## src/rtl/ysyx_24090003_pkg.sv

```systemverilog
// Shared types and constants for the ysyx_24090003 write-back unit.
// State encoding, reset PC and the EX result bundle live here.
package ysyx_24090003_pkg;

  typedef enum logic {
    IDLE     = 1'b0,
    MEM_WAIT = 1'b1
  } wbu_state_e;

  localparam logic [31:0] RESET_PC_DEF = 32'h8000_0000;
  localparam logic [4:0]  X0_IDX       = 5'd0;
  localparam logic [31:0] PC_INC       = 32'd4;

  typedef struct packed {
    logic [4:0]  rd;
    logic [31:0] reg_wdata;
    logic        reg_wen;
    logic [31:0] npc;
    logic        npc_wen;
    logic [31:0] spc;
    logic        spc_wen;
  } ex_res_t;

endpackage

```

## src/rtl/ysyx_24090003_wbu.sv

```systemverilog
// Write-back/commit unit: retires EX results, issues stores over a
// valid/ready port and owns the architectural PC and retire counter.
module ysyx_24090003_wbu
  import ysyx_24090003_pkg::*;
#(
  parameter logic [31:0] RESET_PC      = RESET_PC_DEF,
  parameter int unsigned STORE_TIMEOUT = 255
) (
  input  logic        cpu_clk,
  input  logic        cpu_rst,
  input  logic        ex_valid,
  output logic        ex_ready,
  input  logic [4:0]  ex_rd,
  input  logic [31:0] ex_reg_wdata,
  input  logic        ex_reg_wen,
  input  logic [31:0] ex_addr,
  input  logic [31:0] ex_addr_wdata,
  input  logic        ex_addr_wen,
  input  logic [31:0] ex_npc,
  input  logic        ex_npc_wen,
  input  logic [31:0] ex_spc,
  input  logic        ex_spc_wen,
  output logic        rf_wen,
  output logic [4:0]  rf_waddr,
  output logic [31:0] rf_wdata,
  output logic        mem_wvalid,
  output logic [31:0] mem_waddr,
  output logic [31:0] mem_wdata,
  input  logic        mem_wready,
  output logic [31:0] pc,
  output logic        commit,
  output logic [31:0] retire_cnt,
  output logic        store_timeout_err
);

  localparam logic [7:0] TO_VAL = 8'(STORE_TIMEOUT);

  wbu_state_e  state;
  wbu_state_e  state_nxt;
  ex_res_t     lat;
  ex_res_t     ex_in;
  ex_res_t     src;
  logic        accept;
  logic        hs;
  logic        do_commit;
  logic        st_accept;
  logic [31:0] pc_nxt;
  logic [7:0]  wait_cnt;
  logic [7:0]  wait_nxt;

  assign ex_ready  = (state == IDLE);
  assign accept    = ex_valid & ex_ready;
  assign hs        = mem_wvalid & mem_wready;
  assign st_accept = accept & ex_addr_wen;

  always_comb begin
    ex_in = '{
      rd:        ex_rd,
      reg_wdata: ex_reg_wdata,
      reg_wen:   ex_reg_wen,
      npc:       ex_npc,
      npc_wen:   ex_npc_wen,
      spc:       ex_spc,
      spc_wen:   ex_spc_wen
    };
  end

  // Non-stores retire straight from the EX bundle; stores from the latch.
  always_comb begin
    state_nxt = state;
    do_commit = 1'b0;
    src       = ex_in;
    unique case (state)
      IDLE: begin
        if (accept) begin
          if (ex_addr_wen) state_nxt = MEM_WAIT;
          else do_commit = 1'b1;
        end
      end
      MEM_WAIT: begin
        src = lat;
        if (hs) begin
          state_nxt = IDLE;
          do_commit = 1'b1;
        end
      end
    endcase
  end

  always_comb begin
    if (src.npc_wen) pc_nxt = src.npc;
    else if (src.spc_wen) pc_nxt = src.spc + PC_INC;
    else pc_nxt = pc + PC_INC;
  end

  assign wait_nxt = (wait_cnt == 8'hFF) ? 8'hFF : wait_cnt + 8'd1;

  always_ff @(posedge cpu_clk) begin
    if (cpu_rst) begin
      state             <= IDLE;
      lat               <= '0;
      pc                <= RESET_PC;
      retire_cnt        <= '0;
      commit            <= 1'b0;
      rf_wen            <= 1'b0;
      rf_waddr          <= '0;
      rf_wdata          <= '0;
      mem_wvalid        <= 1'b0;
      mem_waddr         <= '0;
      mem_wdata         <= '0;
      wait_cnt          <= '0;
      store_timeout_err <= 1'b0;
    end else begin
      state  <= state_nxt;
      commit <= do_commit;
      rf_wen <= do_commit & src.reg_wen & (src.rd != X0_IDX);
      if (do_commit) begin
        rf_waddr   <= src.rd;
        rf_wdata   <= src.reg_wdata;
        pc         <= pc_nxt;
        retire_cnt <= retire_cnt + 32'd1;
      end
      if (st_accept) begin
        lat        <= ex_in;
        mem_wvalid <= 1'b1;
        mem_waddr  <= ex_addr;
        mem_wdata  <= ex_addr_wdata;
        wait_cnt   <= '0;
      end else if (hs) begin
        mem_wvalid <= 1'b0;
      end
      // Waiting never aborts; the flag only records a slow memory.
      if (state == MEM_WAIT && !hs) begin
        wait_cnt <= wait_nxt;
        if (wait_nxt == TO_VAL) store_timeout_err <= 1'b1;
      end
    end
  end

endmodule

```

## config.mk

```make
export PLATFORM = sky130hd
export DESIGN_NAME = ysyx_24090003_wbu
export DESIGN_NICKNAME = d
export VERILOG_FILES = /design/src/rtl/ysyx_24090003_pkg.sv /design/src/rtl/ysyx_24090003_wbu.sv
export SDC_FILE = /design/constraint.sdc
export NUM_CORES = 1
export LEC_CHECK = 0
export BUFFER_PORTS_ARGS = -buffer_cell sky130_fd_sc_hd__buf_2
export CORE_AREA = 2 2 164 166
export DETAILED_ROUTE_END_ITERATION = 12
export DIE_AREA = 0 0 166 168
export HOLD_SLACK_MARGIN = 0.1
export PLACE_DENSITY = 0.76
export SYNTH_ARGS = -nofsm -noshare
export SYNTH_HDL_FRONTEND = slang
export SYNTH_SLANG_ARGS = --single-unit
```

## constraint.sdc

```tcl
create_clock -name cpu_clk -period 2.6 [get_ports cpu_clk]
set_input_delay 0.13 -clock cpu_clk [delete_from_list [all_inputs] [get_ports cpu_clk]]
set_output_delay 0.13 -clock cpu_clk [all_outputs]
set_load 0.01 [all_outputs]
```

# Word-level counts from Yosys, hierarchy flattened
# Cells that the tools add are included.
[classes] n_shift=0 n_mux=16 multipliers=0 order_cmp=0 div=0 n_eq_ne=2 bitwise_logic=6 n_reduce_logical=6 add_sub_neg=4
[ops] operator="$mux 104" count=1
[ops] operator="$add 32x3->32 const B" count=2
[ops] operator="$mux 32" count=2
[ops] operator="$add 32x1->32 const B" count=1
[ops] operator="$mux 8" count=3
[ops] operator="$eq 8x8->1 const B" count=2
[ops] operator="$add 8x1->8 const B" count=1
[ops] operator="$mux 1" count=8
[ops] operator="$and 1x1->1" count=5
[ops] operator="$reduce_bool 5->1" count=1
[ops] operator="$pmux 1 s2" count=2
[ops] operator="$reduce_bool 2->1" count=2
[ops] operator="$reduce_and 2->1" count=1
[ops] operator="$logic_and 1x1->1" count=1
[ops] operator="$logic_not 1->1" count=1
[ops] operator="$not 1->1" count=1
[word_totals] n_memories=0 latchBits=0 mem_bits_ro=0 input_bits=173 ramBits=0 output_inout_bits=170 regBits=282 word_cells=53

# Longest topological paths before layout
# Gate-level depths: netlist of the first run.
[logic_depth] depth_word=6 mapped_depth=13 depth_no_buf=10

# Worst setup path before layout of the first run
# No wires, ideal clock.
[synth_timing] kind="register to register" start="register lat[0] (netlist name)" end="register pc[20]" required_time_ps=2467 stages_incl_launch_ff=13 slack_ps=78 synth_period_minus_slack_ps=2522 arrival_ps=2389 cell_sequence="dfxtp_1 > buf_4 > mux2_4 > buf_6 > o221ai_1 > inv_1 > ha_1 > inv_1 > nor3_2 > nand4_4 > nor4_2 > xnor2_1 > a211oi_2"
[synth_via] elab_chain_cells=3
[synth_rtl] element="from (decl)" line="ysyx_24090003_wbu.sv:40" text="ex_res_t lat;"
[synth_rtl] element="from (signal assigned)" line="ysyx_24090003_wbu.sv:124" text="lat <= ex_in;"
[synth_rtl] element="$mux 104" line="ysyx_24090003_wbu.sv:73" text="unique case (state)"
[synth_rtl] element="$mux 32" line="ysyx_24090003_wbu.sv:92" text="else if (src.spc_wen) pc_nxt = src.spc + PC_INC;"
[synth_rtl] element="$mux 32" line="ysyx_24090003_wbu.sv:91" text="if (src.npc_wen) pc_nxt = src.npc;"
[synth_rtl] element="to (signal assigned)" line="ysyx_24090003_wbu.sv:120" text="pc <= pc_nxt;"
[synth_rtl] element="to (decl)" line="ysyx_24090003_wbu.sv:30" text="output logic [31:0] pc,"
# Every way passes these cells.
# A chain may end at the register's enable or synchronous reset.

# Worst setup path after layout of the first run
[layout_timing] start="register lat[0] (netlist name)" end="register pc[12]"
# The elaborated chain is that of the path after synthesis.

==> results.cfg, run 1 <==
[placement]
hpwl_um = 24900
gp_congestion = 0.904
dp.cells = 2104
numPortBuffers = 342
pre_cts_ws_ns = -0.0921
placed_cell_area_mm2 = 0.0143

[cts]
cts-buffers-inserted = 31
clk_latency_ns = 0.56
cts_root_buf = clkbuf_16
cts_sinks = 282
cts_buffer_depth = 3
path_clk_slew_ns = 0.06
cts_tree = yes
cts_max_level = 1

[timing]
fin_hold_ws_ns = 0.130
period_share = 0.970
fin_tns_setup_ns = 0
max_freq_ghz = 0.396
rsz0062_at_grt = true
slew_violations = 0
setup_viol = 0
post-route-min-period_ns = 2.52
setup_ws_ns = 0.0779
worstMarginPinSlew_ns = 1.06
slew_headroom = 0.289
clock_skew_ns = 0.0111
hold_viol = 0

[cells_and_area]
post-route-cell-area_mm2 = 0.0172
fillers = 2105
fin_nets = 2151
multiInputGateArea_mm2 = 0.00611
ff_latch_area_mm2 = 0.00565
drive_gt1_frac = 0.238
syn2layout_area_growth_pct = 41.1
final_cells = 2345
finish.utilization = 0.652

[floorplan]
io_pins = 343
fp-row-count = 60
die_w_um = 166
die_area_mm2 = 0.0279
core_area_mm2 = 0.0264
start_util = 0.462
die_height_um = 168

[grt]
grt_pass1_wl_um = 61500
grt_max_degree = 139
grt_pass1_vias = 12000
grt.total_usage = 0.264
antenna_found_initial = 8
overflow = 0

[setup_path]
worst-r2r-cell-count = 11
critical_path_required_ns = 3.06
critPathKind = reg -> reg
critPathLaunchType = register
r2r_setup_slack_ns = 0.08
path_max_fanout = 11
timing.rr.end = pc[12]
endpoint_kind = register
timing.rr.start = lat[0]
crit_arrival_ns = 2.98
endpoint = pc[12]
crit_path_start = lat[0]

[synthesis]
synth-seq-area-share = 0.464
yosys.area.top_type = dfxtp_1
synth_ff_type = dfxtp_1
synth_cells = 1483
syn_avg_cell_area_um2 = 8.21
async_flop_share = 0
synth_top_cell_area_share = 0.464
syn-cell-area_mm2 = 0.0122
synth_seq_cells = 282
synth-edff-count = 0
synth.most_common_cell = nand2_1
synth_commonest_cells = nand2_1 (387), dfxtp_1 (282), a21oi_1 (210)
synth_top_cells_by_area = dfxtp_1 (46%), nand2_1 (12%), a21oi_1 (8.6%), mux2i_1 (5.9%), a211oi_1 (3.0%)
syn_nets = 1659
synthDistinctLibCells = 59
yosysWarnings = 0

[routing]
num_vias = 12700
drc = 0
avgRoutedWirePerCell_um = 16.6
ant_nets = 0
viasPerCell = 5.43
drt_pass1_iterations = 5
drt_iter0_drc = 1178
drt_wl_total_um = 38800

[pwr]
switching_share = 0.258
pwr-share-comb = 0.150
internal-power_mw = 8.00
power_frac_seq = 0.433
switchingPower_mw = 2.78
ir_worst_vdd_mv = 0.512
p_per_area_mw_per_mm2 = 627
p_leak_nw = 7.04
pwr-share-clk = 0.416
p_total_mw = 10.8

[run]
drv_cap = 0

[min_path]
worstHoldPathType = in -> reg
worstHoldStart = cpu_rst

[status]
status = complete, no violations
-- power groups by stage --
| stage | sequential (mW) | combinational [mW] | clock (mW) |
|---|---|---|---|
| final | 4.67 | 1.62 | 4.49 |
| after global routing | 4.69 | 1.75 | 4.75 |
| after CTS | 4.66 | 1.57 | 4.57 |
| after detailed placement | 4.76 | 1.36 | 0 |
| after global placement | 4.75 | 1.33 | 0 |
| after floorplan | 4.79 | 0.758 | 0 |
-- flip-flops by register name, indices dropped and copies added (netlist names) --
register	count
rf_wen	1
mem_waddr	32
store_timeout_err	1
lat	104
wait_cnt	8
retire_cnt	32
commit	1
mem_wvalid	1
pc	32
rf_waddr	5
mem_wdata	32
state	1
rf_wdata	32
-- routing by layer --
layer,track usage,up-vias,routed length [um]
li1,-,6119,-
met1,0.341,5942,16000
met2,0.433,546,18200
met3,0.0541,130,2860
met4,0.109,4,1660
met5,0,-,27
-- worst max-delay path, cell delays in order (launching register included) --
cell      delay (ns)
dfxtp_1         0.42
mux2_4          0.28
o221ai_2        0.16
inv_1           0.09
ha_1            0.18
inv_1           0.06
nor3_2          0.17
buf_4           0.18
nand2_1         0.09
nor4_1          0.44
xor2_1          0.13
a211oi_1        0.24
-- layout make-up --
cell class / count / area share
diodes: 6 / 0.000874
clock buffers: 47 / 0.0515
clock inverters: 9 / 0.00903
inverters: 10 / 0.00218
multi-input cells: 1086 / 0.356
flip-flops and latches: 282 / 0.329
well taps: 341 / 0.0248
repair buffers: 564 / 0.227
-- logic make-up after synthesis --
group	after synthesis	share of synthesized area
simple gates	614	0.225
fa+ha+maj	3	0.00308
flops	282	0.464
xor+xnor	48	0.0345
compound gates	346	0.172
mux	75	0.0632
buf+inv	115	0.0389
-- timing repair --
item,in CTS,in global routing
setup endpoints to repair,5,19
pin swaps,0,3
gates resized for setup,2,5
hold endpoints to repair,231,0
hold buffers,169,0
setup buffers,0,10
-- how the worst min path moves through the flow --
stage                           endpoint  cells past startpoint
after floorplan                  lat[10]                      2
after global placement      mem_wdata[7]                      3
after detailed placement   mem_waddr[16]                      3
after CTS                 retire_cnt[25]                      2
after global routing      retire_cnt[10]                      2
final                        wait_cnt[0]                      2
-- layout by cell type (no fill, tap or decap), types with 5 or more instances in the layout --
| cell type | synthesis | layout |
|---|---|---|
| xnor2_1 | 16 | 16 |
| o221ai_2 | 5 | 5 |
| o221ai_1 | 16 | 16 |
| buf_12 | 0 | 7 |
| clkbuf_8 | 0 | 6 |
| a21oi_1 | 210 | 210 |
| nand2b_1 | 5 | 5 |
| xor2_1 | 32 | 32 |
| nor4_2 | 7 | 6 |
| nor2_1 | 96 | 95 |
| buf_2 | 13 | 341 |
| diode_2 | 0 | 6 |
| nand3_1 | 19 | 18 |
| dlygate4sd3_1 | 0 | 169 |
| clkbuf_1 | 85 | 11 |
| o21ai_0 | 29 | 29 |
| nand2_1 | 387 | 387 |
| nand3b_1 | 13 | 13 |
| dfxtp_1 | 282 | 281 |
| nor3_1 | 16 | 13 |
| a211oi_1 | 49 | 49 |
| and3_1 | 19 | 18 |
| clkbuf_16 | 0 | 31 |
| inv_1 | 10 | 10 |
| buf_4 | 1 | 44 |
| o211ai_1 | 6 | 6 |
| a221oi_1 | 14 | 14 |
| or3_1 | 13 | 13 |
| mux2i_1 | 72 | 72 |
| nand4_1 | 7 | 7 |
No activity file was read; power rests on OpenSTA's default activity.
==> run 2, diff against run 1 <==
CORE_AREA = 2 2 183 149   (was 2 2 164 166)
DIE_AREA = 0 0 185 151   (was 0 0 166 168)
==> results.cfg, run 2 (same netlist as run 1, synthesis figures left out) <==
[status]
status = complete, no violations

[grt]
grt.total_usage = 0.284
overflow = 0
grt_pass1_vias = 12600
antenna_found_initial = 2
grt_max_degree = 143
grt_pass1_wl_um = 64300

[pwr]
p_leak_nw = 7.27
ir_worst_vdd_mv = 0.525
p_per_area_mw_per_mm2 = 598

[timing]
slew_headroom = 0.177
clock_skew_ns = 0.0144
rsz0062_at_grt = true
max_freq_ghz = 0.394
post-route-min-period_ns = 2.54
worstMarginPinSlew_ns = 1.23
setup_viol = 0
hold_viol = 0
setup_ws_ns = 0.0620
slew_violations = 0
period_share = 0.976

[cells_and_area]
largest_reg_flops = 104
fin_nets = 2191
multiInputGateArea_mm2 = 0.00618
finish.utilization = 0.676
mostFrequentLayoutCells = nand2_1 (387), buf_2 (341), dfxtp_1 (281)
fillers = 1977
layout_commonest_cell = nand2_1
largest_register = lat
syn2layout_area_growth_pct = 44.2
drive_gt1_frac = 0.243
ff_latch_area_mm2 = 0.00565

[setup_path]
critical_path_required_ns = 3.02
crit_arrival_ns = 2.96
path_max_fanout = 13
endpoint_kind = register
critPathLaunchType = register
critPathKind = reg -> reg

[routing]
num_vias = 13200
ant_nets = 0
met2_length_um = 19800
avgRoutedWirePerCell_um = 17.9
top_layer_used = met5
drt_iter0_drc = 980
drc = 0
wirelength_met1_um = 17800
viasPerCell = 5.50
wl_met3_um = 3560
drt_pass1_iterations = 6
drt_wl_total_um = 43000

[cts]
cts_root_buf = clkbuf_16
path_clk_slew_ns = 0.06
cts_sinks = 282
cts_tree = yes
clk_latency_ns = 0.54
cts_max_level = 1
cts_buffer_depth = 3
cts-buffers-inserted = 29

[placement]
pre_cts_ws_ns = -0.107
hpwl_um = 25000
numPortBuffers = 342
gp_congestion = 0.880

[min_path]
worstHoldPathType = in -> reg

[floorplan]
io_pins = 343
die_height_um = 151
start_util = 0.468
die_area_mm2 = 0.0279
core_area_mm2 = 0.0260
fp-row-count = 53
die_w_um = 185

[run]
drv_cap = 0
## run 2: cell count changes in the layout (fill, tap and decap cells not counted), moves of 3 or more
| cell | previous run | this run |
|---|---|---|
| dlygate4sd3_1 | 169 | 201 |
| bufinv_16 | 4 | 1 |
| clkbuf_1 | 11 | 3 |
| clkinv_2 | 2 | 6 |
| diode_2 | 6 | 3 |
| clkinvlp_4 | 1 | 6 |
| buf_4 | 44 | 51 |
## run 2: cell type report
| cell class | instances | area share |
|---|---|---|
| Sequential cell | 282 | 0.322 |
| Clock inverter | 16 | 0.00734 |
| Inverter | 10 | 0.00214 |
| Tap cell | 357 | 0.0254 |
| Clock buffer | 37 | 0.0459 |
| Timing Repair Buffer | 604 | 0.245 |
| Antenna cell | 3 | 0.000428 |
| Multi-Input combinational cell | 1088 | 0.352 |
## run 2: where the power goes
part	total, mW	switching, mW	internal, mW
registers	4.68	0.147	4.53
logic	1.72	0.940	0.778
clock network	4.10	1.80	2.30
total	10.5	2.89	7.61
## run 2: layer usage
| layer | vias to the layer above | GRT usage |
|---|---|---|
| li1 | 6192 | - |
| met1 | 6184 | 0.362 |
| met2 | 649 | 0.466 |
| met3 | 153 | 0.0676 |
| met4 | 2 | 0.116 |
| met5 | - | 0 |
## run 2: worst paths after layout
path                            slack (ns)      end      from  cells after the start
worst min-delay path                  0.22    state  ex_valid                      4
worst max register to register        0.06   pc[31]     state                     11
worst max-delay path                  0.06   pc[31]     state                     11
worst min register to register        0.45  lat[89]   lat[89]                      2
## run 2: timing repair
action | CTS | global route
hold endpoints to repair | 227 | 0
setup buffers | 1 | 11
pin swaps | 1 | 3
setup endpoints to repair | 5 | 55
gates cloned | 0 | 2
hold buffers | 201 | 0
resized for setup | 1 | 12
## run 2: through the flow
step	instances	TNS [ns]	hold WS [ns]	total power [mW]	cell area (um^2)
2_1_floorplan	1483	0	0.266	5.55	12200
3_3_place_gp	2126	-0.148	0.370	6.10	14400
3_5_place_dp	2126	-0.304	0.375	6.14	14400
4_1_cts	2381	0	0.222	10.4	17400
5_1_grt	2395	-0.125	0.249	10.9	17600
6_report	2397	0	0.223	10.5	17600
## run 2: critical path, cell delays in order, from the launching register on
cell and delay, ns:
dfxtp_4 0.41, buf_12 0.16, mux2i_4 0.25, buf_12 0.16
a221oi_1 0.12, nor4_4 0.26, buf_6 0.19, nand4_4 0.20
buf_4 0.23, nor4_2 0.19, xnor2_1 0.18, o31ai_2 0.07
==> run 3, diff against run 2 <==
CAP_MARGIN = 10   (was default)
SETUP_SLACK_MARGIN = 0.1   (was default)
==> results.cfg, run 3 (same netlist as run 1, synthesis figures left out) <==
[status]
status = complete, no violations

[cells_and_area]
post-route-cell-area_mm2 = 0.0175
largest_register = lat
largest_reg_flops = 104
finish.utilization = 0.672
layout_commonest_cell = nand2_1
drive_gt1_frac = 0.250
syn2layout_area_growth_pct = 43.4
mostFrequentLayoutCells = nand2_1 (387), buf_2 (341), dfxtp_1 (281)
fin_nets = 2160

[routing]
drt_wl_total_um = 41500
num_vias = 13100
ant_nets = 0
drc = 0
drt_pass1_iterations = 5
drt_iter0_drc = 1116
avgRoutedWirePerCell_um = 17.5
viasPerCell = 5.54

[timing]
setup_ws_ns = 0.0708
slew_violations = 0
clock_skew_ns = 0.0225
slew_headroom = 0.468
hold_viol = 0
fin_hold_ws_ns = 0.120
period_share = 0.973
worstMarginPinSlew_ns = 0.799
setup_viol = 0
rsz0062_at_grt = true
max_freq_ghz = 0.395
post-route-min-period_ns = 2.53

[cts]
cts_sinks = 282
cts_buffer_depth = 3
cts_root_buf = clkbuf_16
cts-buffers-inserted = 29
cts_max_level = 1
path_clk_slew_ns = 0.06
clk_latency_ns = 0.55
cts_tree = yes

[grt]
overflow = 0
grt_max_degree = 119
antenna_found_initial = 1
grt_pass1_wl_um = 62800
grt.total_usage = 0.275
grt_pass1_vias = 12400

[setup_path]
critical_path_required_ns = 3.01
critPathLaunchType = register
crit_arrival_ns = 2.94
endpoint_kind = register
crit_path_start = lat[0]
timing.rr.end = pc[25]
r2r_setup_slack_ns = 0.07
endpoint = pc[25]
path_max_fanout = 20
critPathKind = reg -> reg
timing.rr.start = lat[0]
worst-r2r-cell-count = 9

[placement]
pre_cts_ws_ns = 0.0118
numPortBuffers = 342
hpwl_um = 24900
placed_cell_area_mm2 = 0.0144
gp_congestion = 0.910

[pwr]
p_leak_nw = 7.16
p_per_area_mw_per_mm2 = 624
ir_worst_vdd_mv = 0.552

[min_path]
worstHoldPathType = in -> reg
hold_path_depth = 2

[floorplan]
die_w_um = 185
core_area_mm2 = 0.0260
die_height_um = 151
io_pins = 343
start_util = 0.468
fp-row-count = 53
die_area_mm2 = 0.0279

[run]
drv_cap = 0
run 3: changes by cell type in the layout (fill, tap and decap cells not counted), moves of 3 or more:
cell and change:
bufinv_16 +5, dlygate4sd3_1 -32, nor3_2 +3, o221ai_1 -3, o221ai_2 +3, nor3_1 -4
clkbuf_8 -3, clkinvlp_4 -3, buf_4 -6
run 3: layer usage:
layer | GRT usage | up-vias | share of wire
met3 | 0.0649 | 131 | 0.096
met4 | 0.0933 | 0 | 0.038
met1 | 0.357 | 6142 | 0.41
met2 | 0.450 | 686 | 0.46
met5 | 0 | - | 0
li1 | - | 6127 | -
run 3: power breakdown:
group | internal, mW | leakage [nW] | switching, mW
Combinational | 0.759 | 4.36 | 0.939
Sequential | 4.53 | 2.30 | 0.146
Clock | 2.75 | 0.498 | 1.76
Total | 8.04 | 7.16 | 2.85
run 3: worst min path at each step:
stage / start / end / slack, ns
after global placement: ex_addr_wdata[27] / mem_wdata[27] / 0.37
after detailed placement: ex_addr_wdata[20] / mem_wdata[20] / 0.37
after global routing: cpu_rst / lat[83] / 0.13
final: cpu_rst / lat[73] / 0.12
after CTS: cpu_rst / lat[26] / 0.11
after floorplan: ex_spc[9] / lat[10] / 0.27
run 3: critical path, cell delays in order (launching register included):
cell	delay (ns)
dfxtp_1	0.35
buf_4	0.23
mux2i_4	0.25
buf_8	0.19
a221oi_1	0.13
buf_4	0.19
or3_1	0.42
nor4_2	0.35
xor2_1	0.22
o21ai_1	0.09
run 3: area by class of cell:
cell class              instances  area (um^2)
fillers                      1978         8540
multi-input cells            1089         6260
clock inverters                15          233
clock buffers                  36          793
repair buffers                572         4030
flip-flops and latches        282         5650
well taps                     357          447
diodes                          3         7.51
inverters                      10         37.5
run 3: what timing repair did:
action	4_1_cts	5_1_grt
setup buffers	4	13
setup endpoints to repair	7	25
hold endpoints to repair	224	0
pin swaps	2	7
hold buffers	169	0
resized for setup	4	30
cloned	1	2
run 3: metrics by stage:
| stage | TNS [ns] | total power, mW | std cells |
|---|---|---|---|
| floorplan | 0 | 5.55 | 1483 |
| global placement | 0 | 6.10 | 2121 |
| detailed placement | 0 | 6.14 | 2121 |
| CTS | 0 | 10.8 | 2346 |
| global route | -0.110 | 11.3 | 2363 |
| finish | 0 | 10.9 | 2364 |
